$ cat config.mk
export PLATFORM = sky130hd
export DESIGN_NAME = div_32
export DESIGN_NICKNAME = d
export VERILOG_FILES = /design/src/rtl/div_pkg.sv /design/src/rtl/div_step.sv /design/src/rtl/div_32.sv
export SDC_FILE = /design/constraint.sdc
export NUM_CORES = 1
export LEC_CHECK = 0
export BUFFER_PORTS_ARGS = -buffer_cell sky130_fd_sc_hd__buf_4
export CAP_MARGIN = 20
export CORE_MARGIN = 4
export CORE_UTILIZATION = 58
export DETAILED_ROUTE_END_ITERATION = 16
export PLACE_DENSITY_LB_ADDON = 0.05
export SLEW_MARGIN = 5
export SYNTH_ARGS = -nofsm -noshare
export SYNTH_HDL_FRONTEND = slang
export SYNTH_SLANG_ARGS = --single-unit
$ cat constraint.sdc
create_clock -name clk -period 3.91 [get_ports clk]
set_clock_uncertainty 0.2 [all_clocks]
set_input_delay 0 -clock clk [delete_from_list [all_inputs] [get_ports clk]]
set_output_delay 0 -clock clk [all_outputs]
set_load 0.005 [all_outputs]
$ cat src/rtl/div_pkg.sv
// div_pkg: shared state encoding and sizing constants for the div_32 divider.
package div_pkg;
    typedef enum logic [1:0] {
        S_IDLE = 2'd0,
        S_RUN  = 2'd1,
        S_FIX  = 2'd2,
        S_DONE = 2'd3
    } state_e;
    localparam int DIV_WIDTH = 32;
    function automatic int cnt_w(input int w);
        return $clog2(w + 1);
    endfunction
    localparam int CNT_W = cnt_w(DIV_WIDTH);
endpackage

$ cat src/rtl/div_step.sv
// div_step: one restoring-division step (shift in a bit, trial subtract, keep or restore).
module div_step #(
    parameter int WIDTH = 32
) (
    input  logic [WIDTH-1:0] rem_i,
    input  logic             msb_i,
    input  logic [WIDTH-1:0] dvs_i,
    output logic [WIDTH-1:0] rem_o,
    output logic             bit_o
);
    logic [WIDTH:0] sh, diff;
    always_comb begin
        sh = {rem_i, msb_i};
        diff = sh - {1'b0, dvs_i};
        bit_o = ~diff[WIDTH];
        rem_o = diff[WIDTH] ? sh[WIDTH-1:0] : diff[WIDTH-1:0];
    end
endmodule

$ cat src/rtl/div_32.sv
// div_32: multi-cycle restoring divider (IDLE/RUN/FIX/DONE) feeding the HI/LO register pair.
// Define DIV_SIGNED_EN for two's-complement operands; the default build divides unsigned.
module div_32
    import div_pkg::*;
#(
    parameter int WIDTH = DIV_WIDTH
) (
    input  logic             clk,
    input  logic             clr_n,
    input  logic             start,
    input  logic [WIDTH-1:0] dividend,
    input  logic [WIDTH-1:0] divisor,
    output logic             busy,
    output logic             done,
    output logic [WIDTH-1:0] quotient,
    output logic [WIDTH-1:0] remainder,
    output logic             div_by_zero
);
    localparam int CW = cnt_w(WIDTH);
    state_e state_q, state_d;
    logic [CW-1:0] cnt_q, cnt_d;
    logic [WIDTH-1:0] rem_q, rem_d, quo_q, quo_d, dvs_q, dvs_d;
    logic [WIDTH-1:0] dd_mag, dv_mag, step_rem, qout_q, rout_q;
    logic zero_q, zero_d, step_bit, accept, busy_q, done_q, dbz_q;
`ifdef DIV_SIGNED_EN
    logic neg_q, neg_d, rsg_q, rsg_d;
    assign dd_mag = dividend[WIDTH-1] ? -dividend : dividend;
    assign dv_mag = divisor[WIDTH-1] ? -divisor : divisor;
`else
    assign dd_mag = dividend;
    assign dv_mag = divisor;
`endif
    assign accept = start && (state_q == S_IDLE || state_q == S_DONE);
    div_step #(.WIDTH(WIDTH)) u_step (
        .rem_i(rem_q),
        .msb_i(quo_q[WIDTH-1]),
        .dvs_i(dvs_q),
        .rem_o(step_rem),
        .bit_o(step_bit)
    );
    // Zero divisor skips RUN/FIX: the result registers are preloaded with the fixed answer.
    always_comb begin
        state_d = state_q;
        cnt_d = cnt_q;
        rem_d = rem_q;
        quo_d = quo_q;
        dvs_d = dvs_q;
        zero_d = zero_q;
`ifdef DIV_SIGNED_EN
        neg_d = neg_q;
        rsg_d = rsg_q;
`endif
        if (accept) begin
            zero_d = divisor == '0;
            dvs_d = dv_mag;
            cnt_d = '0;
            rem_d = zero_d ? dividend : '0;
            quo_d = zero_d ? '1 : dd_mag;
            state_d = zero_d ? S_DONE : S_RUN;
`ifdef DIV_SIGNED_EN
            neg_d = dividend[WIDTH-1] ^ divisor[WIDTH-1];
            rsg_d = dividend[WIDTH-1];
`endif
        end else if (state_q == S_RUN) begin
            rem_d = step_rem;
            quo_d = {quo_q[WIDTH-2:0], step_bit};
            cnt_d = cnt_q + 1'b1;
            state_d = (cnt_q == CW'(WIDTH - 1)) ? S_FIX : S_RUN;
        end else if (state_q == S_FIX) begin
`ifdef DIV_SIGNED_EN
            quo_d = neg_q ? -quo_q : quo_q;
            rem_d = rsg_q ? -rem_q : rem_q;
`endif
            state_d = S_DONE;
        end else if (state_q == S_DONE) begin
            state_d = S_IDLE;
        end
    end
    always_ff @(posedge clk or negedge clr_n) begin
        if (!clr_n) begin
            state_q <= S_IDLE;
            cnt_q <= '0;
            rem_q <= '0;
            quo_q <= '0;
            dvs_q <= '0;
            zero_q <= 1'b0;
            busy_q <= 1'b0;
            done_q <= 1'b0;
            dbz_q <= 1'b0;
            qout_q <= '0;
            rout_q <= '0;
`ifdef DIV_SIGNED_EN
            neg_q <= 1'b0;
            rsg_q <= 1'b0;
`endif
        end else begin
            state_q <= state_d;
            cnt_q <= cnt_d;
            rem_q <= rem_d;
            quo_q <= quo_d;
            dvs_q <= dvs_d;
            zero_q <= zero_d;
            busy_q <= state_q == S_RUN || state_q == S_FIX;
            done_q <= state_q == S_DONE;
`ifdef DIV_SIGNED_EN
            neg_q <= neg_d;
            rsg_q <= rsg_d;
`endif
            // Publish only from DONE so partial results never reach the outputs.
            if (state_q == S_DONE) begin
                qout_q <= quo_q;
                rout_q <= rem_q;
                dbz_q <= zero_q;
            end else if (accept) begin
                dbz_q <= 1'b0;
            end
        end
    end
    assign busy = busy_q;
    assign done = done_q;
    assign quotient = qout_q;
    assign remainder = rout_q;
    assign div_by_zero = dbz_q;
endmodule
After elaboration in Yosys (flattened, before gate mapping)
Index checks and enable logic that the tools add are counted.
{ "word_totals": {"reg_bits": 172, "ramBits": 0, "rom_bits": 0, "latchBits": 0, "in_bits": 67, "memories": 0, "out_inout_bits": 67} }
{ "op_classes": {"muxes": 17, "order_cmp": 0, "addsub": 2, "n_div": 0, "shifts": 0, "n_mul": 0, "bitwise": 1, "eq_ne": 4, "n_reduce_logical": 8} }
{ "op_table": {"columns": ["op", "n"], "rows": [
  ["two-way mux 32 bit", 7],
  ["subtractor 33 x 32 -> 33 bit", 1],
  ["zero test 32 bit", 1],
  ["two-way mux 2 bit", 6],
  ["two-way mux 6 bit", 2],
  ["adder 6 x 1 -> 6 bit, second input constant", 1],
  ["equality test 6 x 5 -> 1 bit, second input constant", 1],
  ["equality test 2 bit, second input constant", 2],
  ["nonzero test 2 bit", 2],
  ["nonzero test 4 bit", 1],
  ["equality test 2 x 1 -> 1 bit, second input constant", 1],
  ["zero test 2 bit", 1],
  ["logical OR 1 bit", 2],
  ["two-way mux 1 bit", 2],
  ["logical AND 1 bit", 1],
  ["inverter 1 bit", 1]
]} }

Longest topological paths before layout
Gate-level depths: netlist (run 1).
{ "logic_depth": {"ltp_word": 5, "ltp_mapped": 14} }

Cells and area by module
Synthesis (run 1) repeated with hierarchy kept, for this count alone.
{ "unflattened": {"hier_cells": 949, "area_unflattened_um2": 9700.6} }
{ "by_module_without_submodules": {"columns": ["mod", "cells_per_inst", "seq_area_each_um2", "area_per_inst_um2", "n_inst"], "rows": [
  ["div_32", 644, 4304.1, 7342.0, 1],
  ["div_step", 305, 0.0, 2358.5, 1]
]} }

Worst setup path before layout (run 1)
OpenSTA, ideal clock, no wires.
{ "synth_path": {"kind": "register to register", "start": "reg rem_q[2]", "end": "reg rem_q[27]", "setup_time_ns": 0.121, "arrival_time_ns": 2.760, "path_stages_with_launch": 13, "synth_period_minus_slack_ns": 3.081, "required_ns": 3.589, "slack_ns": 0.829, "path_cell_list": "dfrtp_1 -> ha_1 -> o211ai_2 -> a21oi_2 -> o21a_1 -> o21a_1 -> o31a_4 -> a21boi_4 -> xnor2_4 -> buf_6 -> buf_6 -> nand3_1 -> a22o_1"} }
{ "synth_via": {"elab_chain_len": 4} }
{ "synth_lines": {"columns": ["element", "line", "rtl"], "rows": [
  ["from (decl)", "div_32.sv:22", "logic [WIDTH-1:0] rem_q, rem_d, quo_q, quo_d, dvs_q, dvs_d;"],
  ["from (signal assigned)", "div_32.sv:99", "rem_q <= rem_d;"],
  ["subtractor 33 x 32 -> 33 bit", "div_step.sv:14", "diff = sh - {1'b0, dvs_i};"],
  ["two-way mux 32 bit", "div_step.sv:16", "rem_o = diff[WIDTH] ? sh[WIDTH-1:0] : diff[WIDTH-1:0];"],
  ["two-way mux 32 bit", "div_32.sv:64", "end else if (state_q == S_RUN) begin"],
  ["two-way mux 32 bit", "div_32.sv:53", "if (accept) begin"]
]} }
Every way passes these cells. The select of a mux whose other input is x is not followed.
A chain may end at the register's enable or synchronous reset.

Worst setup path after layout (run 1)
{ "layout_path": {"start": "reg rem_q[10]", "end": "reg rem_q[5]"} }
Same word-level chain as after synthesis.

==> results of run 1 <==
kinds of logic (layout without fill, tap and decap cells):
| logic type | after synthesis | count (layout) | share of synthesized area [%] |
|---|---|---|---|
| buf+inv | 102 | 295 | 4.34 |
| fa+ha+maj | 37 | 37 | 5.01 |
| mux | 87 | 87 | 10.2 |
| other cells | 0 | 1 | 0 |
| flops | 172 | 172 | 45.8 |
| simple gates | 272 | 272 | 13.1 |
| xor+xnor | 37 | 37 | 3.85 |
| compound gates | 271 | 271 | 17.7 |
stage by stage:
| stage | power [uW] | hold slack (ns) | setup WS, ns | util, % |
|---|---|---|---|---|
| floorplan | 8360 | -0.496 | 0.829 | - |
| global placement | 10100 | -0.0841 | 0.437 | 66.7 |
| detailed placement | 10300 | -0.0881 | 0.355 | 66.7 |
| CTS | 12100 | 0.0237 | 0.334 | 74.7 |
| global route | 13100 | 0.0725 | 0.119 | 74.7 |
| finish | 12100 | -0.0252 | 0.330 | 74.7 |
power groups by stage:
stage | registers, uW | logic (uW) | clock network, uW
4_1_cts | 3320 | 7030 | 1770
2_1_floorplan | 3160 | 5200 | 0
3_5_place_dp | 3340 | 6910 | 0
3_3_place_gp | 3320 | 6820 | 0
6_report | 3330 | 7050 | 1760
5_1_grt | 3430 | 7790 | 1850
layout make-up:
cell class / count / area [um^2] / area share [%]
flip-flops and latches: 172 / 4300 / 36.3
well taps: 216 / 270 / 2.28
inverters: 47 / 176 / 1.49
diodes: 1 / 2.50 / 0.0211
clock buffers: 18 / 429 / 3.62
multi-input cells: 704 / 4700 / 39.6
clock inverters: 14 / 175 / 1.48
repair buffers: 216 / 1820 / 15.3
critical path, stage by stage (launching register included):
cell and delay (ns):
dfrtp_1 0.41, ha_1 0.42, a21oi_2 0.28, o21ai_0 0.21
o21a_1 0.26, o31a_4 0.36, a21boi_4 0.36, xnor2_4 0.26
buf_4 0.31, mux2i_1 0.22, a311oi_1 0.12
cell usage after synthesis (2+ instances only):
| library cell | n |
|---|---|
| a22oi_1 | 7 |
| dfrtp_1 | 172 |
| o41ai_1 | 2 |
| o2bb2ai_1 | 5 |
| nand4_1 | 7 |
| a21oi_1 | 93 |
| nand2b_1 | 3 |
| nor2_1 | 71 |
| inv_1 | 47 |
| a21oi_2 | 6 |
| o21bai_1 | 4 |
| a211oi_1 | 8 |
| and2_1 | 4 |
| mux2_2 | 67 |
| nand2_1 | 113 |
| nor2b_1 | 2 |
| nor4_1 | 10 |
| a21o_1 | 10 |
| o21a_1 | 5 |
| o221ai_1 | 2 |
| xor2_1 | 14 |
| xnor2_1 | 21 |
| buf_2 | 2 |
| and3_1 | 3 |
| buf_6 | 3 |
| o21ai_0 | 92 |
| buf_1 | 6 |
| nand3_1 | 8 |
| clkbuf_1 | 44 |
| mux2i_1 | 20 |
| a31oi_1 | 7 |
| ha_1 | 36 |
| nor3_1 | 10 |
| a311oi_1 | 12 |
| or3_1 | 35 |
| a221oi_1 | 3 |
worst max-delay path by stage:
stage                                        to  cells after the start  slack, ns
after CTS                  rem_q[3]$_DFFE_PN0P_                     10       0.33
after global routing       rem_q[9]$_DFFE_PN0P_                     11       0.12
after detailed placement   rem_q[3]$_DFFE_PN0P_                     10       0.36
after global placement     rem_q[3]$_DFFE_PN0P_                     11       0.44
final                      rem_q[5]$_DFFE_PN0P_                     10       0.33
after floorplan           rem_q[27]$_DFFE_PN0P_                     12       0.83
layout by cell type, fill, tap and decap left out, types with 35 or more instances in the layout:
cell type      Yosys  routed
a21oi_1           93      93
buf_4              0     147
dfrtp_1          172     172
dlygate4sd3_1      0      66
inv_1             47      47
mux2_2            67      67
nand2_1          113     112
nor2_1            71      71
o21ai_0           92      92
or3_1             35      35
metal layers:
layer	global-route usage [%]	routed length [um]	up-vias
met5	0	0	-
met1	37.7	10900	3980
li1	-	-	3825
met4	9.13	491	0
met2	51.0	13400	241
met3	3.94	1050	36
sequential cells by signal, indices dropped and copies added (netlist names):
| name | flops |
|---|---|
| done | 1 |
| quo_q | 32 |
| div_by_zero | 1 |
| quotient | 32 |
| zero_q | 1 |
| dvs_q | 32 |
| state_q | 2 |
| remainder | 32 |
| busy | 1 |
| rem_q | 32 |
| cnt_q | 6 |
what timing repair did:
| item | in CTS | in global routing |
|---|---|---|
| endpoints found under the setup margin | 0 | 0 |
| hold endpoints to repair | 185 | 0 |
| hold buffers | 66 | 0 |
==> metrics.txt, run 1 <==
initial antenna violation count 0; GRT Total Usage 29.1%; area of placed instances 0.0106 mm^2; ranking of synthesized cells by area dfrtp_1, mux2_2, a21oi_1, o21ai_0, ha_1; async set-reset flop share out of synthesis 100%; Worst Path Required 3.97 ns; area fraction of the dominant cell type after synthesis between 40% and 50%; total wire length 25900 um; post-synth top area cell dfrtp_1; Die W ~140 um; Post-CTS Setup Bufs 0; Hold WS -0.0252 ns; Post-DP HPWL 17400 um; RSZ-0062 raised after global routing false; switching pwr slightly above 5000 uW; Overflow after GRT 0; RR Endpoint rem_q[5]$_DFFE_PN0P_; first-pass GRT wire length 42300 um; vias per cell 5.82; Syn Nets 1082; Max VDD drop 0.551 mV; clock root buffer master clkbuf_16; Period minus WS final 3.58 ns; switching part of the total about two fifths; Synth Warn # 0; CP Data Arrival Time about 3.6 ns; wire length per cell about 19 um; Flop pwr share between 20 and 30%; ANT nets after route 0; CTS tree yes; Top FF cell, synth dfrtp_1; # nets final 1262; Post-Syn Instances between 900 and 1000; Final Max Slew Viols 0; Synth Cell Area 0.00939 mm^2; violated checks hold timing; r2r worst-path depth 10; R2R Setup Slk approximately 0.33 ns; clk_lat worst skew 0.44 ns; initial core utilization 59.1%; Vias 8082; Hold Path Class in -> async; CTS sink cnt 172; share of cells above drive strength 1 22.8%; Max Cap Viol 0; Reg clk slew, reported paths 0.07 ns; row count 46; Final Hold Viols 10; Final setup violation count 0; Critical Path Sink Type flop; vias in the first global route 8091; post-synthesis sequential area ratio 45.8%; Int Power ~7000 uW; #FFs+latches synth 172; H-tree levels 4; pin count of the biggest net entering global routing 85; Post-synth EDFFs 0; final instance area 0.0119 mm^2; start point of the critical path rem_q[10]$_DFFE_PN0P_; GP Congestion 0.895; Slew HR 45.0%; number of distinct library cells after synthesis 60; Layout Cells excl Fill between 1000 and 1500; core area 0.0159 mm^2; synthesized area per cell 9.60 um^2; first drt pass iteration count 5; Final Cycle Share between 90 and 100%; PwrDens just over 1000 mW/mm^2; FMAX approximately 0.28 GHz; critical path peak fanout 12; detailed-route DRC error count 0; Comb power frac 58.1%; Leakage roughly 0.0053 uW; Die H 135 um; Critical Path Start Type flop; fill count 1205; Die Area roughly 0.018 mm^2; Initial DRC Count 499; io pins 134; synthesis-to-finish area growth 26.4%; DP Cell Count 1289; clock power share 14.5%; cts repair resizes 0; status finished with violations; Num CTS Buffers 17; critical path class reg -> reg; Tightest Pin Transition 0.825 ns; reg2reg start rem_q[10]$_DFFE_PN0P_; TNS Setup 0 ns; maximum clock path buffer count 2; Port-buffer cells 133
(Power assumes the default switching activity.)
==> run 2: changes to the inputs <==
--- a/config.mk
+++ b/config.mk
@@ -5,8 +5,7 @@
 export SDC_FILE = /design/constraint.sdc
 export NUM_CORES = 1
 export LEC_CHECK = 0
-export BUFFER_PORTS_ARGS = -buffer_cell sky130_fd_sc_hd__buf_4
-export CAP_MARGIN = 20
+export BUFFER_PORTS_ARGS = -buffer_cell sky130_fd_sc_hd__buf_2
 export CORE_MARGIN = 4
 export CORE_UTILIZATION = 58
 export DETAILED_ROUTE_END_ITERATION = 16
==> run 2 against run 1 <==
  * The flow now finishes without violations
  * Power fell by 2.1%
  * Clock power fell by 5%
  * Design area fell by 2.5%
  * Wire length fell by 3.4%
  * Sequential cell count did not move
  * Core utilization fell by 1.9 points
  * Non-clock buffer count rose by 3
  * Clock-buffer cell count rose by 3
  * Register-to-register slack got worse by 0.04 ns
  * Critical path type unchanged
  * Highest routed layer unchanged
==> metrics.txt, run 2 (synthesis gave the netlist of run 1 again) <==
detailed-route DRC error count 0 (unchanged); Die H 135 um (unchanged); Num CTS Buffers 17 (unchanged); TNS Setup 0 ns (unchanged); RSZ-0062 raised after global routing false (unchanged); row count 46 (unchanged); Hold WS 0.119 ns (was -0.0252 ns); GP Congestion 0.896 (was 0.895); ANT nets after route 0 (unchanged); share of cells above drive strength 1 22.8% (about the same); Flop pwr share 27.8% (was 27.4%); synthesis-to-finish area growth 23.2% (was 26.4%); Die W 135 um (unchanged); CTS tree yes (unchanged); Max Cap Viol 0 (unchanged); Hold Path Class in -> reg (was in -> async); Final Util 72.8% (was 74.7%); GRT Total Usage 27.9% (was 29.1%); Register Area 0.00430 mm^2 (unchanged); initial antenna violation count 0 (unchanged); Period minus WS final 3.62 ns (was 3.58 ns); CP max stage delay 0.54 ns (was 0.42 ns); fill count 1187 (was 1205); crit path max-delay cell type xnor2_4 (was ha_1); PwrDens 1030 mW/mm^2 (was 1020 mW/mm^2); cells along the critical path ha_1, nand4_1, or3_1, nor3_1, o21a_1, o31a_4, a21boi_4, xnor2_4, buf_12, mux2i_1, a311oi_1 (was ha_1, a21oi_2, o21ai_0, o21a_1, o31a_4, a21boi_4, xnor2_4, buf_4, mux2i_1, a311oi_1); Final Max Slew Viols 0 (unchanged); Reg clk slew, reported paths 0.07 ns (about the same); Layout Cells excl Fill 1390 (was 1388); maximum clock path buffer count 2 (unchanged); Max VDD drop 0.559 mV (was 0.551 mV); final instance area 0.0116 mm^2 (was 0.0119 mm^2); commonest non-fill, non-tap cell in the layout dfrtp_1 (unchanged); io pins 134 (unchanged); area of placed instances 0.0103 mm^2 (was 0.0106 mm^2); first drt pass iteration count 5 (unchanged); Post-CTS Setup Bufs 0 (unchanged); Overflow after GRT 0 (unchanged); Int Power 6880 uW (was 7040 uW); Final setup violation count 0 (unchanged); wire length per cell 18.0 um (was 18.6 um); critical path class reg -> reg (unchanged); clk_lat worst skew 0.43 ns (was 0.44 ns); Critical Path Sink Type flop (unchanged); Worst Path Required 3.99 ns (was 3.97 ns); Post-DP HPWL 16800 um (was 17400 um); Initial DRC Count 692 (was 499); critical path peak fanout 15 (was 12); vias in the first global route 7971 (was 8091); # nets final 1265 (was 1262); first-pass GRT wire length 40800 um (was 42300 um); CTS sink cnt 172 (unchanged); CP Data Arrival Time 3.70 ns (was 3.64 ns); Critical Path Start Type flop (unchanged); total wire length 25000 um (was 25900 um); Final Cycle Share 92.6% (was 91.6%); core area 0.0159 mm^2 (unchanged); cts repair resizes 0 (unchanged); DP Cell Count 1290 (was 1289); clock power share 14.1% (was 14.5%); FMAX 0.276 GHz (was 0.279 GHz); Final Hold Viols 0 (was 10); area of the multi-input gates 0.00470 mm^2 (unchanged); switching pwr 4980 uW (was 5090 uW); Die Area 0.0183 mm^2 (unchanged); Tightest Pin Transition 0.930 ns (was 0.825 ns); H-tree levels 4 (unchanged); commonest non-fill, non-tap cells in the layout dfrtp_1, buf_2, nand2_1 (was dfrtp_1, buf_4, nand2_1); Slew HR 38.0% (was 45.0%); Comb power frac 58.1% (about the same); initial core utilization 59.1% (unchanged); switching part of the total 42.0% (about the same); Vias 8078 (was 8082); status complete, no violations (was finished with violations); Leakage 0.00526 uW (was 0.00535 uW); Port-buffer cells 133 (unchanged); vias per cell 5.81 (was 5.82); clock root buffer master clkbuf_16 (unchanged); pin count of the biggest net entering global routing 116 (was 85)
==> run 2: cell count changes in the layout (fill, tap and decap cells not counted), sizes merged <==
cell | previous run | this run
buf | 150 | 152
bufinv | 2 | 1
clkbuf | 18 | 21
clkinvlp | 1 | 0
dlygate4sd3 | 66 | 67
inv | 54 | 52
==> run 2: what timing repair did <==
| action | in CTS | in global routing |
|---|---|---|
| endpoints found under the hold margin | 270 | 0 |
| hold buffers | 68 | 0 |
| setup endpoints to repair | 0 | 0 |
==> run 2: power by group through the flow <==
stage                     logic [uW]  clock network, uW  registers, uW
after floorplan                 5200                  0           3160
after global placement          6670                  0           3300
after detailed placement        6780                  0           3320
after CTS                       6890               1690           3290
after global routing            7640               1760           3400
final                           6900               1670           3300
==> run 2: metrics by stage <==
step                power [uW]  worst slack (ns)
floorplan                 8360             0.829
global placement          9970             0.442
detailed placement       10100             0.339
CTS                      11900             0.305
global route             12800            0.0198
finish                   11900             0.288
==> run 2: worst paths after layout <==
| path | from | end | slack (ns) | cells after the start |
|---|---|---|---|---|
| worst max-delay path | rem_q[19]$_DFFE_PN0P_ | rem_q[10]$_DFFE_PN0P_ | 0.29 | 11 |
| worst min-delay path | divisor[27] | dvs_q[27]$_DFFE_PN0P_ | 0.12 | 4 |
| worst max register to register | rem_q[19]$_DFFE_PN0P_ | rem_q[10]$_DFFE_PN0P_ | 0.29 | 11 |
| worst min register to register | dvs_q[0]$_DFFE_PN0P_ | dvs_q[0]$_DFFE_PN0P_ | 0.29 | 2 |
| max in group asynchronous | clr_n | rem_q[12]$_DFFE_PN0P_ | 2.43 | 4 |
| min in group asynchronous | clr_n | remainder[9]$_DFFE_PN0P_ | 0.45 | 4 |
==> run 2: routing by layer <==
metal / GRT usage [%] / wire (um) / share of wire, % / vias up
li1: - / - / - / 3833
met1: 36.6 / 10400 / 42 / 3928
met2: 47.1 / 12600 / 50 / 255
met3: 3.64 / 1140 / 4.5 / 62
met4: 11.2 / 849 / 3.4 / 0
met5: 0 / 0 / 0 / -
==> run 2: cell type report <==
type                    instances  share of cell area, %
clock inverters                10                  0.919
flip-flops and latches        172                   37.2
diodes                          1                 0.0216
inverters                      47                   1.52
clock buffers                  21                   4.07
well taps                     216                   2.34
repair buffers                219                   13.3
multi-input cells             704                   40.6
==> run 2: worst max-delay path, delay by kind of cell, from the launching register on <==
family | cells | cell delay (ns)
and+or+nand+nor | 3 | 0.81
muxes | 1 | 0.22
buffers and inverters | 1 | 0.23
AOI/OAI and AO/OA | 4 | 0.59
DFF | 1 | 0.43
adders and majority gates | 1 | 0.44
xor gates and xnor gates | 1 | 0.54
